[src/rtl/sevenseg_pkg.sv]
// sevenseg_pkg: shared constants for the iomem seven-segment scanner.
//   - Register offsets, decoded from iomem_addr[3:2]
//   - CTRL register bit positions
//   - Hex-to-segment table, active-high, segments a..g = bits [0]..[6]
// Optional feature macro used by the top: SEVENSEG_DIM_EN (PWM brightness).
package sevenseg_pkg;

  localparam logic [1:0] REG_DATA   = 2'd0;
  localparam logic [1:0] REG_CTRL   = 2'd1;
  localparam logic [1:0] REG_STATUS = 2'd2;
  localparam logic [1:0] REG_BRIGHT = 2'd3;

  localparam int CTRL_BLANK_LSB = 0;
  localparam int CTRL_DP_LSB    = 4;
  localparam int CTRL_EN_BIT    = 8;

  localparam logic [6:0] HEX7_TABLE [16] = '{
    7'h3F, 7'h06, 7'h5B, 7'h4F, 7'h66, 7'h6D, 7'h7D, 7'h07,
    7'h7F, 7'h6F, 7'h77, 7'h7C, 7'h39, 7'h5E, 7'h79, 7'h71
  };

endpackage

[src/rtl/sevenseg_hex_decode.sv]
// sevenseg_hex_decode: combinational hex digit to seven-segment pattern.
// Ports:
//   nibble    in  4  hex digit 0..F
//   segments  out 7  active-high segments, a..g = [0]..[6]
module sevenseg_hex_decode
  import sevenseg_pkg::*;
(
  input  logic [3:0] nibble,
  output logic [6:0] segments
);

  assign segments = HEX7_TABLE[nibble];

endmodule

[src/rtl/iomem_sevenseg.sv]
// iomem_sevenseg: memory-mapped 4-digit seven-segment scanner on the picosoc
// iomem bus. Software writes four hex nibbles plus control bits; the block
// time-multiplexes the digits onto active-low seg/dp/an with a guard interval
// (all anodes off) at the start of each digit slot to avoid ghosting.
// Build option: define SEVENSEG_DIM_EN to make BRIGHT a RW register that
// gates the anode with a 16-step PWM after the guard; otherwise BRIGHT reads 0.
// Ports:
//   clk, reset           system clock, synchronous active-high reset
//   iomem_valid/ready    request / one-cycle acknowledge
//   iomem_wstrb          byte write strobes (0 = read)
//   iomem_addr/wdata     byte address, write data
//   iomem_rdata          read data, valid while iomem_ready=1 (pre-write value)
//   seg, dp, an          active-low segments, decimal point, anodes (an[0] rightmost)
module iomem_sevenseg
  import sevenseg_pkg::*;
#(
  parameter logic [7:0]  BASE_ADDR    = 8'h04,
  parameter int unsigned CLK_HZ       = 100000000,
  parameter int unsigned REFRESH_HZ   = 1000,
  parameter int unsigned GUARD_CYCLES = 64
) (
  input  logic        clk,
  input  logic        reset,
  input  logic        iomem_valid,
  output logic        iomem_ready,
  input  logic [3:0]  iomem_wstrb,
  input  logic [31:0] iomem_addr,
  input  logic [31:0] iomem_wdata,
  output logic [31:0] iomem_rdata,
  output logic [6:0]  seg,
  output logic        dp,
  output logic [3:0]  an
);

  localparam int unsigned DIGIT_CYCLES = CLK_HZ / (4 * REFRESH_HZ);
  localparam int unsigned SUB_CYCLES   = (DIGIT_CYCLES - GUARD_CYCLES) / 16;

  logic [15:0] data_q;
  logic [8:0]  ctrl_q;
  logic [3:0]  bright_q;
  logic [31:0] phase_q;
  logic [1:0]  idx_q;

  logic        sel;
  logic        wr;
  logic [31:0] rd_mux;

  // A request is taken only while ready is low, which forces the idle
  // cycle between back-to-back acknowledges.
  assign sel = iomem_valid && !iomem_ready && (iomem_addr[31:24] == BASE_ADDR);
  assign wr  = sel && (iomem_wstrb != 4'b0000);

  always_comb begin
    rd_mux = 32'd0;
    case (iomem_addr[3:2])
      REG_DATA:   rd_mux = {16'd0, data_q};
      REG_CTRL:   rd_mux = {23'd0, ctrl_q};
      REG_STATUS: rd_mux = {phase_q[15:0], 14'd0, idx_q};
      REG_BRIGHT: rd_mux = {28'd0, bright_q};
      default:    rd_mux = 32'd0;
    endcase
  end

  // Bus slave and software-visible registers
  always_ff @(posedge clk) begin
    if (reset) begin
      iomem_ready <= 1'b0;
      iomem_rdata <= 32'd0;
      data_q      <= 16'd0;
      ctrl_q      <= 9'd0;
    end else begin
      iomem_ready <= sel;
      iomem_rdata <= sel ? rd_mux : 32'd0;
      if (wr && iomem_addr[3:2] == REG_DATA) begin
        if (iomem_wstrb[0]) data_q[7:0]  <= iomem_wdata[7:0];
        if (iomem_wstrb[1]) data_q[15:8] <= iomem_wdata[15:8];
      end
      if (wr && iomem_addr[3:2] == REG_CTRL) begin
        if (iomem_wstrb[0]) ctrl_q[7:0] <= iomem_wdata[7:0];
        if (iomem_wstrb[1]) ctrl_q[8]   <= iomem_wdata[8];
      end
    end
  end

`ifdef SEVENSEG_DIM_EN
  always_ff @(posedge clk) begin
    if (reset) begin
      bright_q <= 4'hF;
    end else if (wr && iomem_addr[3:2] == REG_BRIGHT && iomem_wstrb[0]) begin
      bright_q <= iomem_wdata[3:0];
    end
  end
`else
  assign bright_q = 4'h0;
`endif

  // Scan counters: phase within a digit slot, digit index wraps 3 -> 0
  always_ff @(posedge clk) begin
    if (reset) begin
      phase_q <= 32'd0;
      idx_q   <= 2'd0;
    end else if (phase_q == DIGIT_CYCLES - 1) begin
      phase_q <= 32'd0;
      idx_q   <= idx_q + 2'd1;
    end else begin
      phase_q <= phase_q + 32'd1;
    end
  end

  logic [3:0]  blank_mask;
  logic [3:0]  dp_mask;
  logic        guard_done;
  logic        pwm_on;
  logic        lit;
  logic [3:0]  nibble;
  logic [6:0]  seg_on;

  assign blank_mask = ctrl_q[CTRL_BLANK_LSB +: 4];
  assign dp_mask    = ctrl_q[CTRL_DP_LSB +: 4];
  assign guard_done = (phase_q >= GUARD_CYCLES);

`ifdef SEVENSEG_DIM_EN
  logic [31:0] lit_cycles;
  // Sub-slices 0..BRIGHT are lit; 15 is forced full-on so a non-divisible
  // slot remainder never leaves a dark tail at maximum brightness.
  assign lit_cycles = ({28'd0, bright_q} + 32'd1) * SUB_CYCLES;
  assign pwm_on     = (bright_q == 4'hF) || ((phase_q - GUARD_CYCLES) < lit_cycles);
`else
  assign pwm_on = 1'b1;
`endif

  assign lit    = ctrl_q[CTRL_EN_BIT] && !blank_mask[idx_q] && guard_done && pwm_on;
  assign nibble = data_q[{idx_q, 2'b00} +: 4];

  sevenseg_hex_decode u_hex (
    .nibble   (nibble),
    .segments (seg_on)
  );

  // Output registers: one cycle behind counter/register state
  always_ff @(posedge clk) begin
    if (reset) begin
      seg <= 7'h7F;
      dp  <= 1'b1;
      an  <= 4'hF;
    end else if (lit) begin
      seg <= ~seg_on;
      dp  <= ~dp_mask[idx_q];
      an  <= ~(4'b0001 << idx_q);
    end else begin
      seg <= 7'h7F;
      dp  <= 1'b1;
      an  <= 4'hF;
    end
  end

  logic unused_bits;
  assign unused_bits = ^{iomem_addr[23:4], iomem_addr[1:0], iomem_wdata[31:16],
                         iomem_wstrb[3:2], SUB_CYCLES[0]};

endmodule

[config.mk]
export PLATFORM = sky130hd
export DESIGN_NAME = iomem_sevenseg
export DESIGN_NICKNAME = d
export VERILOG_FILES = /design/src/rtl/sevenseg_pkg.sv /design/src/rtl/sevenseg_hex_decode.sv /design/src/rtl/iomem_sevenseg.sv
export SDC_FILE = /design/constraint.sdc
export NUM_CORES = 1
export LEC_CHECK = 0
export ABC_AREA = 1
export BUFFER_PORTS_ARGS = -buffer_cell sky130_fd_sc_hd__buf_2
export CORE_MARGIN = 2
export CORE_UTILIZATION = 50
export CTS_CLUSTER_DIAMETER = 50
export CTS_CLUSTER_SIZE = 8
export DETAILED_ROUTE_END_ITERATION = 6
export GPL_ROUTABILITY_DRIVEN = 0
export PLACE_DENSITY = 0.76
export SLEW_MARGIN = 25
export SYNTH_ARGS = -nofsm -noshare
export SYNTH_HDL_FRONTEND = slang
export SYNTH_HIERARCHICAL = 1
export SYNTH_SLANG_ARGS = --single-unit
[constraint.sdc]
create_clock -name clk -period 5.9 [get_ports clk]
set_clock_uncertainty 0.2 [all_clocks]
set_input_delay 0.295 -clock clk [delete_from_list [all_inputs] [get_ports clk]]
set_output_delay 0.295 -clock clk [all_outputs]
set_load 0.01 [all_outputs]
==> results of run 1 <==
layer usage:
metal / share of wire [%] / GRT usage (%) / vias to the layer above
li1: - / - / 2363
met5: 0 / 0 / -
met2: 46 / 36.1 / 135
met1: 46 / 29.8 / 2091
met3: 5.5 / 4.47 / 25
met4: 2.3 / 10.9 / 0
state kept, by name, summed over array words and instances, names as in the netlist:
| name | count |
|---|---|
| iomem_rdata | 32 |
| phase_q | 32 |
| data_q | 16 |
| ctrl_q | 9 |
| seg | 7 |
| an | 4 |
| idx_q | 2 |
| dp | 1 |
| iomem_ready | 1 |
through the flow:
stage,instances,cell area (µm²)
after floorplan,719,4890
after global placement,910,5330
after detailed placement,910,5330
after CTS,943,5680
after global routing,943,5680
final,943,5680
worst paths after layout:
| path | slack [ns] | endpoint | startpoint | depth (start not counted) |
|---|---|---|---|---|
| max | 2.84 | seg[3] | idx_q[0] | 11 |
| min reg2reg | 0.27 | iomem_rdata[12] | data_q[12] | 2 |
| min | 0.03 | iomem_rdata[1] | iomem_addr[3] | 3 |
| max reg2reg | 2.84 | seg[3] | idx_q[0] | 11 |
area by class of cell:
class                      instances  area, µm²  area share [%]
tap                              133        166            2.93
clock buffer                      11        141            2.49
multi-input combinational        504       2350            41.3
inverter                          92        345            6.08
sequential                       104       2080            36.7
clock inverter                     5       38.8           0.683
timing repair buffer              94        556            9.79
synthesized netlist by cell type:
library cell  count  area share (%)
o21ai_0          15             1.5
nor3b_1           1            0.15
buf_6             3            0.69
nor2_2            5            0.64
xnor2_1           2            0.36
ha_1             13             3.3
nor2_4            1            0.23
inv_2            13             1.0
a31oi_1           1            0.13
clkinv_1          1           0.077
nand4_1           4            0.51
nand3_1          22             2.3
a21oi_1          34             3.5
nand3b_1          5            0.77
nand2_2           9             1.2
a221oi_1          1            0.18
nor2_8            1            0.41
buf_2             8            0.82
nand2_1         220              17
nand3_4           1            0.36
dfxtp_1         104              43
inv_1            78             6.0
nor2_1          129             9.9
nor3_2            1            0.20
clkbuf_1          5            0.38
nand3_2           1            0.20
nor3_1           26             2.7
buf_4             3            0.46
nand4_4           2            0.87
xor2_1           10             1.8
critical path, cell delays in order (launching register included):
cell,delay (ns)
dfxtp_1,0.64
inv_1,0.42
o21ai_0,0.31
a21oi_1,0.10
a21oi_1,0.39
inv_1,0.17
ha_1,0.31
nand2_1,0.07
o21ai_0,0.11
nand2_1,0.07
nand2_1,0.07
nand2_1,0.05
report_power, final:
part / switching (mW) / leakage (nW) / internal, mW
clock network: 0.254 / 0.0903 / 0.168
registers: 0.00162 / 0.838 / 0.703
logic: 0.0261 / 1.56 / 0.0186
logic make-up after synthesis:
kind of cell	synth area share (%)
simple gates	37.2
buf+inv	9.42
fa+ha+maj	3.33
flops	42.6
xor+xnor	2.15
compound gates	5.32
==> summary.txt, run 1 <==
Logic synthesis
  • Mean post-synth cell area: 6.80 µm²
  • Gate Count Post-Synth: 719
  • Sequential area share after synthesis: 42.6%
  • Synthesized flop and latch total: 104
  • Syn Nets: 803
  • Synth cell types: 30
  • Ys Warns: 6
  • Cell area after synthesis: 4890 µm²

Final layout
  • Leading cell type in the layout, fill and taps excluded: nand2_1
  • Final Core Density: 58.9%
  • Fraction of layout cells with a size suffix above 1: 15.6%
  • Most frequent cells in the layout: nand2_1, nor2_1, dfxtp_1
  • Filler Cell Count: between 900 and 1000
  • Nets: 889
  • Number of antenna diodes: 0
  • Area Overhead vs Synth: 16.1%

Timing
  • Final setup TNS: 0 ns
  • Number of setup violations in the final report: 0
  • Tmin final: 3.06 ns
  • RSZ-0062 raised after global routing: false
  • Setup slack after layout: around 2.8 ns
  • Worst slew margin: between 30% and 40%
  • Hold WS: approximately 0.03 ns
  • Fin. Hold Viols: 0
  • Slew Viols, Final: 0
  • Fmax: 326 MHz
  • Slew @ Worst Pin: 0.940 ns
  • Final critical-path share of the clock period: 51.9%

Outcome
  • Status: finished clean

Floorplan
  • Total die area: 10600 µm²
  • Core Area: 9640 µm²
  • Die X: 103 µm
  • Die Height: 103 µm
  • Starting density of the core: about 51%
  • I/O pin cnt: between 100 and 150
  • Row cnt: 36

Power
  • Leak: 2.49 nW
  • Power Total: 1.17 mW
  • VDD IR max: around 0.09 mV
  • Pwr dens: between 200 and 250 nW/µm²

Drt
  • Routed Antenna Nets: 0
  • Vias: between 4000 and 5000
  • WL/cell: 12.1 µm
  • Vias/cell: 4.89
  • DRT iter0 DRCs: 240
  • Initial DRT Pass Iterations: 5
  • Final Routed Wirelength: between 10000 and 15000 µm
  • Post-route DRC: 0

Critical path
  • Worst setup SP type: register
  • CP Class: reg2reg
  • CP Capture Type: register
  • Critical path required time: 5.94 ns
  • Critical Path Fanout Max: 19
  • Critical Path AT: approximately 3.1 ns

Clock network
  • H-Tree Level Count: 3
  • Clock buffer count from CTS: 9
  • Reg clk slew, reported paths: ~0.1 ns
  • TritonCTS clock tree: built
  • Clk sinks: 104
  • CTS Buffer Depth: 2
  • # Post-CTS Setup Buffers: 0
  • Worst-Skew Late Latency: 0.38 ns
  • Post-CTS Hold Buffers: 17
  • Post-CTS Resized: 0
  • CTS Root Cell: clkbuf_8

GRT
  • Vias in the first global route: 4263
  • Initial antenna violation count: 0
  • Largest net degree at the start of global routing: 34
  • Gr usage total: 22.8%
  • Overflow after GRT: 0
  • First-pass GRT wire length: 19000 µm

Place
  • Post-detail-place hpwl: 8280 µm
  • Setup WS pre-CTS: 2.88 ns
  • Port bufs: 77

Job
  • Max-Cap Viols: 0

Min path
  • HP Class: in2reg
No activity file was read; power rests on OpenSTA's default activity.
==> run 2: changes to the inputs <==
--- a/config.mk
+++ b/config.mk
@@ -5,7 +5,7 @@
 export SDC_FILE = /design/constraint.sdc
 export NUM_CORES = 1
 export LEC_CHECK = 0
-export ABC_AREA = 1
+export ABC_AREA = 0
 export BUFFER_PORTS_ARGS = -buffer_cell sky130_fd_sc_hd__buf_2
 export CORE_MARGIN = 2
 export CORE_UTILIZATION = 50
@@ -13,7 +13,7 @@
 export CTS_CLUSTER_SIZE = 8
 export DETAILED_ROUTE_END_ITERATION = 6
 export GPL_ROUTABILITY_DRIVEN = 0
-export PLACE_DENSITY = 0.76
+export PLACE_DENSITY = 0.77
 export SLEW_MARGIN = 25
 export SYNTH_ARGS = -nofsm -noshare
 export SYNTH_HDL_FRONTEND = slang
==> constraint.sdc (replaced) <==
create_clock -name clk -period 2.9 [get_ports clk]
set_clock_uncertainty 0.2 [all_clocks]
set_input_delay 0.145 -clock clk [delete_from_list [all_inputs] [get_ports clk]]
set_output_delay 0.145 -clock clk [all_outputs]
set_load 0.01 [all_outputs]
==> summary.txt, run 2 <==
Outcome
  • Status: finished clean

Timing
  • Tmin final: 2.41 ns
  • Fin. Hold Viols: 0
  • Final setup TNS: 0 ns
  • Number of setup violations in the final report: 0
  • Slew Viols, Final: 0
  • Fmax: 416 MHz
  • Final critical-path share of the clock period: between 80% and 90%
  • RSZ-0062 raised after global routing: false
  • Slew @ Worst Pin: 0.593 ns
  • Worst slew margin: 60.3%

Final layout
  • Fin area: approximately 5400 µm²
  • Area Overhead vs Synth: 18.4%
  • FF/Latch Area: 2080 µm²
  • Filler Cell Count: 701
  • Multi-input logic area: 2210 µm²
  • Nets: 648
  • Number of antenna diodes: 0
  • Regs by FF count: iomem_rdata x32, phase_q x32, data_q x16
  • Most frequent cells in the layout: dfxtp_1, buf_2, nand2_1
  • Leading cell type in the layout, fill and taps excluded: dfxtp_1
  • Fraction of layout cells with a size suffix above 1: about 20%
  • Final Core Density: 61.3%

Clock network
  • Reg clk slew, reported paths: 0.11 ns
  • TritonCTS clock tree: built
  • Clock buffer count from CTS: 9
  • # Post-CTS Setup Buffers: 0
  • CTS Buffer Depth: 2
  • CTS Root Cell: clkbuf_8
  • H-Tree Level Count: 3
  • Clk sinks: 104
  • Worst-Skew Late Latency: 0.37 ns

Drt
  • WL/cell: 14.9 µm
  • Post-route DRC: 0
  • Vias: approximately 3800
  • Final Routed Wirelength: around 10000 µm
  • Initial DRT Pass Iterations: 4
  • Routed Antenna Nets: 0
  • DRT iter0 DRCs: 224
  • Vias/cell: 5.55

Logic synthesis
  • Ys flop type: dfxtp_1
  • Top cells by area, synth: dfxtp_1, mux2i_1, nand2_1, ha_1, mux4_2
  • Synth Area in Compound Gates: 8.49%
  • Fraction of registers with async set/reset: 0%
  • Simple-gate share of the synthesized area: around 22%
  • Post-Synth XOR/XNOR Area: 2.32%
  • Post-synthesis mux area share: 11.9%
  • Post-synth EDFFs: 0
  • Post-Synth Adder-Cell Area: between 3 and 4%
  • Synthesized flop and latch total: 104
  • Synth cell types: 44
  • Post-synth top area share: 45.9%
  • Gate Count Post-Synth: 486
  • Mean post-synth cell area: between 9 and 10 µm²
  • Syn Nets: 570
  • Sequential area share after synthesis: a little under half
  • Largest area contributor in the netlist: dfxtp_1
  • Ys Warns: 6
  • Cell area after synthesis: 4540 µm²
  • Most numerous cell in the Yosys netlist: dfxtp_1
  • Commonest cells in the netlist: dfxtp_1, nand2_1, mux2i_1, nor2_1, inv_1
  • Largest family of logic cells by synthesized area: simple AND/OR/NAND/NOR gates

Critical path
  • Worst setup SP type: register
  • Critical Path Fanout Max: 6
  • R2R cell count: 6
  • Critical Path AT: 2.51 ns
  • CP Capture Type: register
  • CP Class: reg2reg
  • Critical path required time: around 3 ns

Min path
  • HP Class: in2reg
  • Hold path depth: 5

Power
  • VDD IR max: 0.228 mV
  • Leak: 2.11 nW
  • Pwr dens: 475 nW/µm²

Place
  • Post-detail-place hpwl: ~6800 µm
  • Placed cell area: 4920 µm²
  • Port bufs: 75

Floorplan
  • Total die area: 9850 µm²
  • Die X: a little under 100 µm
  • Row cnt: 34
  • I/O pin cnt: 116
  • Starting density of the core: 51.8%
  • Die Height: 99.3 µm
  • Core Area: 8760 µm²

GRT
  • Largest net degree at the start of global routing: 40
  • Vias in the first global route: 3604
  • Overflow after GRT: 0
  • First-pass GRT wire length: roughly 17000 µm
  • Gr usage total: 21.0%
  • Initial antenna violation count: 0

Job
  • Max-Cap Viols: 0
==> run 2: report_power, final <==
group | internal [mW] | total [mW] | switching [mW]
clock | 0.499 | 1.01 | 0.515
combinational | 0.0466 | 0.100 | 0.0534
sequential | 1.43 | 1.44 | 0.00472
==> run 2: metrics by stage <==
step           worst slack (ns)  hold WS [ns]  cells  power [mW]
2_1_floorplan             0.412        0.0906    486        1.51
3_3_place_gp              0.578         0.176    639        1.54
3_5_place_dp              0.516         0.179    639        1.54
4_1_cts                   0.484        0.0696    677        2.56
5_1_grt                   0.331        0.0966    677        2.63
6_report                  0.494        0.0866    677        2.55
==> run 2: what timing repair did <==
action | in CTS | in global routing
hold buffers | 22 | 0
resized for setup | 0 | 0
endpoints found under the hold margin | 35 | 0
==> run 2: final cells by class <==
cell class,count,area share [%]
clock buffers,9,2.31
repair buffers,102,11.8
clock inverters,7,1.91
flip-flops and latches,104,38.8
inverters,22,1.54
well taps,108,2.52
multi-input cells,325,41.2
==> run 2: worst paths after layout <==
| path | from | to | slack (ns) |
|---|---|---|---|
| worst min-delay path | iomem_addr[30] | iomem_rdata[15] | 0.09 |
| worst max register to register | idx_q[0] | seg[3] | 0.49 |
| worst max-delay path | idx_q[0] | seg[3] | 0.49 |
| worst min register to register | data_q[14] | iomem_rdata[14] | 0.28 |
==> run 2: cell families after synthesis <==
family | count (synthesis)
simple gates | 197
buf+inv | 57
xor+xnor | 12
compound gates | 59
mux | 44
flops | 104
fa+ha+maj | 13
==> run 2: layer usage <==
layer / global-route usage [%] / vias to the layer above / wire, µm
met5: 0 / - / 0
met4: 8.75 / 0 / 148
met3: 4.01 / 17 / 604
met2: 34.0 / 133 / 4850
met1: 27.6 / 1739 / 4490
li1: - / 1870 / -
==> run 2: critical path, stage by stage (launching register included) <==
cell and delay (ns):
dfxtp_1 0.51, mux4_2 0.63, inv_1 0.16, ha_1 0.27, inv_1 0.05, mux4_1 0.47, nand2_1 0.07
==> run 3: changes to the inputs <==
--- a/config.mk
+++ b/config.mk
@@ -5,7 +5,7 @@
 export SDC_FILE = /design/constraint.sdc
 export NUM_CORES = 1
 export LEC_CHECK = 0
-export ABC_AREA = 0
+export ABC_AREA = 1
 export BUFFER_PORTS_ARGS = -buffer_cell sky130_fd_sc_hd__buf_2
 export CORE_MARGIN = 2
 export CORE_UTILIZATION = 50
@@ -13,7 +13,7 @@
 export CTS_CLUSTER_SIZE = 8
 export DETAILED_ROUTE_END_ITERATION = 6
 export GPL_ROUTABILITY_DRIVEN = 0
-export PLACE_DENSITY = 0.77
+export PLACE_DENSITY = 0.76
 export SLEW_MARGIN = 25
 export SYNTH_ARGS = -nofsm -noshare
 export SYNTH_HDL_FRONTEND = slang
==> constraint.sdc (replaced) <==
create_clock -name clk -period 2.52 [get_ports clk]
set_clock_uncertainty 0.2 [all_clocks]
set_input_delay 0.126 -clock clk [delete_from_list [all_inputs] [get_ports clk]]
set_output_delay 0.126 -clock clk [all_outputs]
set_load 0.01 [all_outputs]
==> summary.txt, run 3 (same netlist as run 1, synthesis figures left out) <==
Drt
  • Post-Route M1 WL: 5470 µm
  • Top Layer Used: met4
  • Post-route DRC: 0
  • Met3 wire len: 678 µm
  • Routed length on met2: 5440 µm
  • Vias: 4694
  • Initial DRT Pass Iterations: 4
  • Routed Antenna Nets: 0
  • WL/cell: 12.3 µm
  • Final Routed Wirelength: 11800 µm
  • DRT iter0 DRCs: 310
  • Vias/cell: between 4 and 5

Timing
  • Slew Viols, Final: 0
  • RSZ-0062 raised after global routing: false
  • Final critical-path share of the clock period: 90.9%
  • Fmax: 436 MHz
  • Number of setup violations in the final report: 0
  • Tmin final: 2.29 ns
  • Final setup TNS: 0 ns
  • Worst slew margin: 49.4%
  • Fin. Hold Viols: 0
  • Slew @ Worst Pin: 0.756 ns

Critical path
  • Worst setup SP type: register
  • CP peak stage delay: 0.53 ns
  • Critical Path AT: 2.40 ns
  • R2r setup slk: 0.23 ns
  • CP cell instances: inv_1 -> buf_4 -> o21ai_0 -> a21oi_1 -> a21oi_1 -> inv_1 -> o21ai_0 -> nand2_1 -> nand2_1
  • Worst path slowest cell: a21oi_1
  • CP Class: reg2reg
  • Critical Path Fanout Max: 10
  • Critical path required time: 2.62 ns
  • Worst r2r src: idx_q[1]
  • CP Capture Type: register
  • Crit path launch: idx_q[1]

Final layout
  • Final Core Density: about three fifths
  • Regs by FF count: iomem_rdata x32, phase_q x32, data_q x16
  • Nets: 901
  • Most frequent cells in the layout: nand2_1, nor2_1, dfxtp_1
  • Fraction of layout cells with a size suffix above 1: 16.4%
  • Number of antenna diodes: 0
  • Leading cell type in the layout, fill and taps excluded: nand2_1
  • Area Overhead vs Synth: 18.5%

Floorplan
  • Die X: 103 µm
  • I/O pin cnt: 116
  • Starting density of the core: approximately half
  • Total die area: 10600 µm²
  • Core Area: 9640 µm²
  • Die Height: between 100 and 150 µm
  • Row cnt: 36

Clock network
  • TritonCTS clock tree: built
  • CTS Root Cell: clkbuf_8
  • Reg clk slew, reported paths: 0.10 ns
  • H-Tree Level Count: 3
  • Worst-Skew Late Latency: 0.37 ns
  • CTS Buffer Depth: 2
  • Clk sinks: 104
  • # Post-CTS Setup Buffers: 0
  • Clock buffer count from CTS: 9

GRT
  • Overflow after GRT: 0
  • Gr usage total: 22.4%
  • First-pass GRT wire length: between 15000 and 20000 µm
  • Largest net degree at the start of global routing: 34
  • Initial antenna violation count: 0
  • Vias in the first global route: 4184

Power
  • VDD IR max: roughly 0.32 mV
  • Pwr dens: 484 nW/µm²
  • Leak: 2.55 nW

Job
  • Max-Cap Viols: 0

Min path
  • HP Class: in2reg
  • Hold path start: iomem_wstrb[0]

Outcome
  • Status: finished clean

Place
  • Post-detail-place hpwl: between 8000 and 9000 µm
  • Port bufs: 77
-- run 3: cell types whose count changed in the layout (fill, tap and decap cells not counted), moves of 13 or more --
cell,previous run,this run
inv_1,22,78
inv_2,0,13
nand2_1,57,220
nor4_1,19,0
nor3_1,5,26
and2_1,18,0
a21oi_1,20,33
mux2i_1,34,0
nor2_1,33,129
-- run 3: layer usage --
layer  GRT usage, %  up-vias
li1               -     2392
met1           30.6     2139
met2           36.8      151
met3           3.59       12
met4           6.78        0
met5              0        -
-- run 3: layout make-up --
cell class	instances	area, µm²
clock inverters	5	56.3
clock buffers	10	138
fillers	894	3840
repair buffers	106	656
well taps	133	166
inverters	92	345
multi-input cells	504	2350
flip-flops and latches	104	2080
-- run 3: critical path: cells and delay by family (launching register included) --
family	cells	cell delay [ns]
AND/OR/NAND/NOR	2	0.12
buffers and inverters	3	0.64
AO/OA/AOI/OAI	4	0.82
flip-flops	1	0.44
-- run 3: power breakdown --
group | leakage (nW) | total (mW) | internal [mW] | switching [mW]
sequential | 0.838 | 1.65 | 1.65 | 0.00371
clock | 0.0985 | 1.04 | 0.482 | 0.561
combinational | 1.61 | 0.114 | 0.0505 | 0.0634
total | 2.55 | 2.81 | 2.18 | 0.629
-- run 3: worst paths after layout --
kind                                   end  cells past startpoint
worst min-delay path             data_q[1]                      4
worst min register to register  phase_q[0]                      1
worst max register to register      seg[2]                      9
worst max-delay path                seg[2]                      9
-- run 3: per-stage QoR --
step | std cells | setup WS, ns | power, mW | instance area, µm² | hold WS [ns]
after floorplan | 719 | 0.325 | 1.73 | 4890 | -0.00493
after global placement | 918 | 0.309 | 1.77 | 5390 | 0.137
after detailed placement | 918 | 0.203 | 1.78 | 5390 | 0.146
after CTS | 954 | 0.176 | 2.82 | 5790 | 0.0734
after global routing | 954 | 0.0555 | 2.91 | 5790 | 0.0977
final | 954 | 0.229 | 2.81 | 5790 | 0.0776
-- run 3: timing repair --
item / CTS / global route
resized for setup: 0 / 1
endpoints found under the setup margin: 0 / 1
hold buffers: 21 / 0
hold endpoints to repair: 34 / 0
